===== src/rtl/tcb_lib_arbiter_rr_pkg.sv =====
// Shared types and defaults for the TCB arbiters.
// Holds the arbitration-mode enum, FSM states and burst/handshake defaults.
package tcb_lib_arbiter_rr_pkg;

    typedef enum logic {
        FIXED,
        RR
    } tcb_arb_md_t;

    typedef enum logic {
        ARB,
        OWN
    } tcb_arb_st_t;

    typedef struct packed {
        logic [31:0] DLY;
    } tcb_hsk_cfg_t;

    localparam tcb_hsk_cfg_t TCB_HSK_DEF     = '{DLY: 32'd1};
    localparam int           TCB_ARB_BRN_DEF = 1;

    // Burst counter saturates instead of wrapping during long locked sequences.
    function automatic logic [7:0] cnt_inc(input logic [7:0] c);
        return (c == 8'hFF) ? c : c + 8'd1;
    endfunction

endpackage


===== src/rtl/tcb_lib_arbiter_search.sv =====
// Rotating-priority encoder: first set vld bit at or after ptr, wrapping mod IFN.
// Purely combinational.
module tcb_lib_arbiter_search #(
    parameter int IFN = 3,
    parameter int IFL = $clog2(IFN)
)(
    input  logic [IFN-1:0] vld,
    input  logic [IFL-1:0] ptr,
    output logic [IFL-1:0] idx,
    output logic           any
);

    always_comb begin
        int j;
        j   = 0;
        idx = '0;
        any = 1'b0;
        for (int k = 0; k < IFN; k++) begin
            j = int'(ptr) + k;
            if (j >= IFN) j = j - IFN;
            if (!any && vld[j]) begin
                any = 1'b1;
                idx = IFL'(j);
            end
        end
    end

endmodule


===== src/rtl/tcb_lib_arbiter_rr.sv =====
// Round-robin TCB arbiter with burst limit, lock and response-aligned select.
// Zero-latency grant; a stalled grant holds sel until the transfer completes.
module tcb_lib_arbiter_rr
    import tcb_lib_arbiter_rr_pkg::*;
#(
    parameter int IFN = 3,
    parameter int IFL = $clog2(IFN),
    parameter int DLY = int'(TCB_HSK_DEF.DLY),
    parameter int BRN = TCB_ARB_BRN_DEF
)(
    input  logic           clk,
    input  logic           rst,
    input  logic [IFN-1:0] vld,
    input  logic [IFN-1:0] lck,
    input  logic           rdy,
    output logic [IFL-1:0] sel,
    output logic [IFN-1:0] gnt,
    output logic [IFL-1:0] rsp_sel,
    output logic           bsy
);

    tcb_arb_st_t    state;
    logic [IFL-1:0] own;
    logic [IFL-1:0] ptr;
    logic [7:0]     cnt;
    logic [IFL-1:0] win;
    logic           any;
    logic [IFL-1:0] ptr_nxt;
    logic           others;
    logic           brn_hit;

    tcb_lib_arbiter_search #(
        .IFN (IFN),
        .IFL (IFL)
    ) u_search (
        .vld (vld),
        .ptr (ptr),
        .idx (win),
        .any (any)
    );

    always_comb begin
        sel = own;
        gnt = '0;
        bsy = 1'b1;
        if (state == ARB) begin
            bsy = any & ~rdy;
            if (any) begin
                sel = win;
                gnt = IFN'(1) << win;
            end
        end else if (vld[own]) begin
            gnt = IFN'(1) << own;
        end
    end

    assign ptr_nxt = (sel == IFL'(IFN-1)) ? '0 : sel + 1'b1;
    assign others  = |(vld & ~(IFN'(1) << own));
    assign brn_hit = ({1'b0, cnt} + 9'd1) >= 9'(BRN);

    always_ff @(posedge clk) begin
        if (rst) begin
            state <= ARB;
            own   <= '0;
            ptr   <= '0;
            cnt   <= '0;
        end else if (state == ARB) begin
            if (any) begin
                own <= win;
                if (rdy) begin
                    cnt   <= 8'd1;
                    ptr   <= ptr_nxt;
                    state <= (lck[win] || BRN > 1) ? OWN : ARB;
                end else begin
                    // Stalled grant: freeze sel, first real transfer counts as 1.
                    cnt   <= '0;
                    state <= OWN;
                end
            end
        end else begin
            if (!vld[own]) begin
                state <= ARB;
            end else if (rdy) begin
                cnt <= cnt_inc(cnt);
                ptr <= ptr_nxt;
                if (!lck[own] && (brn_hit || !others)) state <= ARB;
            end
        end
    end

    generate
        if (DLY == 0) begin : g_rsp_comb
            assign rsp_sel = sel;
        end else begin : g_rsp_reg
            logic [IFL-1:0] rsp [DLY];
            always_ff @(posedge clk) begin
                if (rst) begin
                    for (int k = 0; k < DLY; k++) rsp[k] <= '0;
                end else begin
                    rsp[0] <= sel;
                    for (int k = 1; k < DLY; k++) rsp[k] <= rsp[k-1];
                end
            end
            assign rsp_sel = rsp[DLY-1];
        end
    endgenerate

endmodule

===== config.mk =====
export PLATFORM = sky130hd
export DESIGN_NAME = tcb_lib_arbiter_rr
export DESIGN_NICKNAME = d
export VERILOG_FILES = /design/src/rtl/tcb_lib_arbiter_rr_pkg.sv /design/src/rtl/tcb_lib_arbiter_search.sv /design/src/rtl/tcb_lib_arbiter_rr.sv
export SDC_FILE = /design/constraint.sdc
export NUM_CORES = 1
export LEC_CHECK = 0
export BUFFER_PORTS_ARGS = -buffer_cell sky130_fd_sc_hd__buf_2
export CELL_PAD_IN_SITES_DETAIL_PLACEMENT = 0
export CELL_PAD_IN_SITES_GLOBAL_PLACEMENT = 1
export CORE_MARGIN = 2
export CORE_UTILIZATION = 30
export DETAILED_ROUTE_END_ITERATION = 6
export GPL_TIMING_DRIVEN = 0
export PLACE_DENSITY = 0.58
export SYNTH_ARGS = -nofsm -noshare
export SYNTH_HDL_FRONTEND = slang
export SYNTH_SLANG_ARGS = --single-unit

===== constraint.sdc =====
create_clock -name clk -period 6.03 [get_ports clk]
set_input_delay 0.603 -clock clk [delete_from_list [all_inputs] [get_ports clk]]
set_output_delay 0.603 -clock clk [all_outputs]
set_load 0.1 [all_outputs]

After elaboration in Yosys (flattened, before gate mapping)
Memory sizes are Yosys's and may differ from the RTL's.
Cells that the tools add are included.
{ "totals": {"inputBits": 9, "ff_bits": 13, "output_inout_bits": 8, "elab_cells": 99, "rom_bits": 0, "mem_count": 1, "ram_bits": 2, "latchBits": 0} }
{ "mem_list": {"columns": ["memory", "depth", "word_bits", "rd", "rd_ports_with_merged_regs", "wr", "line", "rtl"], "rows": [
  ["g_rsp_reg.rsp", 1, 2, 1, 0, 1, "tcb_lib_arbiter_rr.sv:95", "logic [IFL-1:0] rsp [DLY];"]
]} }
{ "op_classes": {"n_mul": 0, "muxes": 53, "n_lt_le_gt_ge": 9, "n_bitwise": 4, "div_mod_pow": 0, "eq_ne": 5, "add_sub_neg": 8, "reduce_logical": 13, "shifts": 2} }
{ "ops": {"columns": ["operator", "count"], "rows": [
  ["$lt 32x4->1 const B", 3],
  ["$mux 32", 3],
  ["$ge 32x3->1 const B", 2],
  ["$sub 32x3->32 const B", 2],
  ["$mux 8", 5],
  ["$mux 1", 25],
  ["$mux 2", 11],
  ["$bmux 1 s2", 6],
  ["$add 8x1->9 const B", 1],
  ["$ge 9x1->1 const B", 1],
  ["$mux 3", 3],
  ["$add 8x1->8 const B", 1],
  ["$eq 8x8->1 const B", 1],
  ["$lt 2x3->1 const B", 2],
  ["$shl 1x2->3 const A", 2],
  ["$logic_not 1->1", 4],
  ["$ne 2x2->1 const B", 2],
  ["$reduce_and 4->1", 1],
  ["$add 2x1->3 const B", 1],
  ["$add 2x2->3 const B", 1],
  ["$and 3x3->3", 1],
  ["$logic_and 1x1->1", 3],
  ["$not 3->3", 1],
  ["$reduce_or 3->1", 1],
  ["other kinds (11)", 11]
]} }

Depth between registers and ports, before layout
{ "logic_depth": {"word_depth": 19, "depth_mapped": 8, "mapped_depth_nobuf": 7} }

Modules after synthesis
Synthesis repeated with hierarchy kept, for this count alone.
{ "hier_totals": {"cells_unflattened": 143, "hier_area_um2": 1174.9} }
{ "by_module_without_submodules": {"columns": ["module", "cells_each", "seq_area_each_um2", "area_per_inst_um2", "n_inst"], "rows": [
  ["tcb_lib_arbiter_rr", 117, 260.2, 974.7, 1],
  ["tcb_lib_arbiter_search", 26, 0.0, 200.2, 1]
]} }

Worst setup path before layout
Ideal clock, no wire load.
{ "synth_timing": {"path_type": "register -> output", "startpoint": "register own[0]", "endpoint": "output gnt[0]", "slack_ns": 1.376, "required_ns": 5.427, "n_path_buf": 1, "arrival_time_ns": 4.051, "path_stages_with_launch": 6, "cell_sequence": "dfxtp_1 -> clkbuf_1 -> mux2i_1 -> o2bb2ai_1 -> nand2_1 -> o31ai_1"} }
{ "synth_between": {"elab_chain_cells": 4, "word_cells_on_any_way": 5, "classes_between": "shift (1); mux (4)"} }
{ "synth_rtl": {"columns": ["element", "line", "rtl"], "rows": [
  ["start, declared", "tcb_lib_arbiter_rr.sv:23", "logic [IFL-1:0] own;"],
  ["start signal, assigned", "tcb_lib_arbiter_rr.sv:69", "own <= win;"],
  ["$bmux 1 s2", "tcb_lib_arbiter_rr.sv:52", "end else if (vld[own]) begin"],
  ["$mux 1 (not written as such)", "tcb_lib_arbiter_rr.sv:52", null],
  ["$mux 3 *", "tcb_lib_arbiter_rr.sv:52", null],
  ["$mux 3 *", "tcb_lib_arbiter_rr.sv:46", "if (state == ARB) begin"],
  ["end, declared", "tcb_lib_arbiter_rr.sv:17", "output logic [IFN-1:0] gnt,"]
]} }
Every way passes the cells marked *; elsewhere a longest branch is shown, timed or not. The select of a mux whose other input is x is not followed.

Final worst setup path
{ "layout_timing": {"startpoint": "register ptr[0]", "endpoint": "output gnt[1]"} }
{ "layout_between": {"elab_chain_cells": 15, "word_cells_on_any_way": 33, "classes_between": "add/sub (5); order compare (3); shift (1); mux (20); reduce/logical (4)"} }
{ "layout_rtl": {"columns": ["element", "line", "rtl"], "rows": [
  ["start, declared", "tcb_lib_arbiter_rr.sv:24", "logic [IFL-1:0] ptr;"],
  ["start signal, assigned", "tcb_lib_arbiter_rr.sv:72", "ptr <= ptr_nxt;"],
  ["start signal, assigned", "tcb_lib_arbiter_rr.sv:85", "ptr <= ptr_nxt;"],
  ["parallel branches: the longest is 13 deep, another holds $sub 32x3->32", null, null],
  ["$mux 3 *", "tcb_lib_arbiter_rr.sv:48", "if (any) begin"],
  ["$mux 3 *", "tcb_lib_arbiter_rr.sv:46", null]
]} }
Mark *: on every way between the ends. The select of a mux whose other input is x is not followed.

==> run summary <==
The clock passes through at most 2 buffers. In this run the tool buffered the top-level ports with 13 buffer cells. The clock period minus worst slack is 3.60 ns. The synthesized-area fraction occupied by ao, oa, aoi and oai cells came out at 32.2%. The count of distinct cell types in the synthesized netlist is 51. The count of state elements after synthesis came out at 13.

The share of the yosys chip area belonging to registers is 22.8%. The antenna violation net count after detailed routing is 0. The pin count of the biggest net entering global routing came out at 11. The clock-pin transition on the worst setup and hold timing paths came out at 0.06 ns. The total power density per cell area came out at 525 nW/um^2. The routed wire length per instance came out at 14.8 microns. The share of the clock period used by the worst path came out at 59.8%. The count of final max-slew check failures came out at 0.

The post-synthesis async set-or-reset flop share is 0%. The cell area reported after detailed placement came out at 1270 sq um. The number of global-route vias before repair came out at 1100.

The family with the most delay on the worst path is compound AO/OA/AOI/OAI gates. The area overhead of the layout relative to synthesis came out at 14.9%. The top-level port count came out at 17. In the layout the commonest cells are 14 x buf_2, 13 x nand2_1, 13 x dfxtp_1, 11 x inv_1.

For this run, design rule violations remaining after detail routing come to 0. The post-cts hold buffer count is 0. TritonCTS built the clock tree. Leaving out fill and tap cells, the most frequent cell in the layout is buf_2. The post-route netlist has 18.7% of its cells at a drive strength greater than 1. For this run, the slowest stage of the critical path takes 0.78 ns.

The initial antenna violation count came out at 0. The hold violation count in the final report was 0. The measured slew at the worst slew-check pin is 0.803 ns.

The number of warnings issued by yosys came out at 0. The run finished with clean final reports. The switching power share of the total came out at 61.2%.

The DRC violation total after the first TritonRoute iteration is 57. The total clock sinks came out at 13. In the routed layout, each cell is associated on average with a via count of 5.67. After Yosys synthesis, XOR and XNOR cells account for 0% of the synthesized area. In the synthesized netlist the dominant register cell turns out to be dfxtp_1.

The remaining global-route overflow came out at 0. The total routing resource utilization after global routing is 16.2%. The switching power total came out at 0.422 mW. The slowest stage cell on the critical path is a2111oi_2.

STA classifies the critical path startpoint as a flop. The netlist area before placement is 1140 sq um. Max-cap violations in this run came to 0. Clock tree synthesis selected as its root buffer the cell clkbuf_8. The first-pass detailed-route iteration total came out at 4. The number of antenna diodes in the final layout is 0. The biggest fanout along the worst timing path is 7.

The buffers plus inverters on the worst setup path came out at 2. The routed design has 3160 microns of wire. Of the post-synthesis cell area, the part taken by muxes is 3.62%.

In this run the horizontal extent of the chip is 65.7 microns. The signal on the critical path passes through inv_1 -> ha_1 -> maj3_2 -> a2111oi_2 -> nand2_1 -> o21ai_0 -> buf_2. The cell count after synthesis is 149. TritonCTS created 3 clock buffers.

In this run, flip-flops and latches consume 16.6% of the power. The congestion estimate from routability-driven global placement came to 0.767. For the worst setup path, the data required time is 5.43 ns.

Setup repair after global routing left no endpoint under its margin. The overall die area is 4310 sq um. The number of resized instances in the post-cts repair step came out at 0. CTS built an H-tree with a depth of 1. The critical path data arrival time came out at 3.00 ns.

The simple-gate share of the synthesized area came out at 27.3%. The core outline area is 3660 sq um. The maximum clock rate is 277 MHz.

The classification of the worst-slack hold path is flop to flop. The maximum resistive drop on vdd came out at 0.287 mV. Yosys mapped a number of flops with a built-in enable equal to 0. The mean cell area of the mapped netlist came out at 7.66 sq um. The summed negative setup slack over all endpoints is 0 ns. The starting utilization of the core area came out at 31.2%. Internal power comes to 0.267 mW.

The y dimension of the die came out at 65.7 microns. The number of setup buffers added after CTS is 0. After synthesis, the largest family of logic cells by area is compound AO/OA/AOI/OAI gates. At the later pin of the worst-skew pair, clock insertion delay measures 0.24 ns. The relative slew slack came out at 46.4%. Row generation in the floorplan step produced 22 rows. The analysis attributes to cell leakage a power of 0.489 nW. The global-route wire length before repair is 5390 microns.

The capturing element type of the critical path is a primary output. Counting every net in the synthesized netlist gives 162. Summing over every cut layer, the via total after detailed routing is 1213. The combinational group share of total power is 72.0%. The number of filler cells placed in the layout came out at 400.

The final cell area excluding filler cells is 1310 sq um. The power consumption came out at 0.689 mW. The clock share of power is 11.5%. The placed wire-length estimate is 2420 microns.

Setup violations remaining at the end of the flow were counted as 0. The net total in the final layout is 180. By startpoint and endpoint, the worst setup path is classified as flop to primary output. Between clock sinks in the finished design, the worst skew comes to 0.00174 ns. The adder and majority gate portion of the synthesized area came out at 5.37%.
==> per-stage QoR <==
stage          util [%]  setup WS (ns)  std cells  hold WS (ns)
2_1_floorplan         -           1.38        149         0.513
3_3_place_gp       34.6           2.72        210         0.548
3_5_place_dp       34.6           2.67        210         0.563
4_1_cts            35.8           2.39        214         0.572
5_1_grt            35.8           2.15        214         0.599
6_report           35.8           2.43        214         0.573
==> sequential cells by signal, summed over array words and instances, names as in the netlist <==
register,count
cnt,8
ptr,2
own,2
state,1
==> power groups by stage <==
stage	combinational (mW)	sequential, mW	clock, mW
CTS	0.497	0.115	0.0829
global route	0.533	0.117	0.0889
floorplan	0.385	0.140	0
detailed placement	0.495	0.117	0
finish	0.496	0.114	0.0790
global placement	0.492	0.116	0
==> synth_stat cells (2+ instances only) <==
cell | count | area share (%)
a311oi_1 | 3 | 2.3
nand3_1 | 9 | 3.9
nand4_1 | 3 | 1.6
o31ai_1 | 2 | 1.3
o311ai_0 | 2 | 1.5
a2111oi_0 | 2 | 1.5
mux2i_1 | 3 | 2.6
nor3b_1 | 3 | 2.0
a21oi_1 | 9 | 3.9
inv_1 | 11 | 3.6
o211ai_1 | 2 | 1.3
a211oi_1 | 4 | 2.6
a22oi_1 | 2 | 1.3
nand2_1 | 13 | 4.3
nand2b_1 | 2 | 1.1
buf_4 | 2 | 1.3
o2111ai_1 | 2 | 1.5
nor3_1 | 3 | 1.3
and4_1 | 2 | 1.5
o21ai_0 | 9 | 3.9
and3_1 | 3 | 1.6
or3_1 | 2 | 1.1
dfxtp_1 | 13 | 23
or4_1 | 2 | 1.3
or4b_2 | 2 | 1.8
a31oi_1 | 2 | 1.1
nor2_1 | 4 | 1.3
clkbuf_1 | 7 | 2.3
ha_1 | 4 | 4.4
==> final cells by class <==
cell class / instances / area (sq um) / share of cell area, %
Tap cell: 48 / 60.1 / 4.58
Clock buffer: 4 / 45.0 / 3.44
Multi-Input combinational cell: 114 / 782 / 59.6
Sequential cell: 13 / 260 / 19.8
Timing Repair Buffer: 13 / 65.1 / 4.96
Buffer: 11 / 57.6 / 4.39
Inverter: 11 / 41.3 / 3.15
==> worst paths after layout <==
path / from / to / slack, ns / cells after the start
worst min register to register: cnt[7]$_SDFFE_PP0P_ / cnt[7]$_SDFFE_PP0P_ / 0.57 / 2
worst max register to register: ptr[0]$_SDFFE_PP0P_ / ptr[1]$_SDFFE_PP0P_ / 3.50 / 6
worst min-delay path: cnt[7]$_SDFFE_PP0P_ / cnt[7]$_SDFFE_PP0P_ / 0.57 / 2
worst max-delay path: ptr[0]$_SDFFE_PP0P_ / gnt[1] / 2.43 / 7
==> metal layers <==
layer / vias to the layer above / routed length [microns] / track usage (%)
met1: 575 / 1570 / 22.7
met5: - / 0 / 0
met2: 20 / 1400 / 25.3
met3: 5 / 144 / 1.88
met4: 0 / 50 / 6.25
li1: 613 / - / -
==> kinds of logic (layout without fill, tap and decap cells) <==
family | Yosys count | after routing
simple gates | 55 | 55
fa+ha+maj | 5 | 5
mux | 4 | 4
buf+inv | 22 | 39
compound gates | 50 | 50
flops | 13 | 13
==> worst min-delay path: cells and delay by family, from the launching register on <==
kind            cells  cell delay (ns)
simple gates        1             0.07
flops               1             0.34
compound gates      1             0.10
No activity file was read; power rests on OpenSTA's default activity.
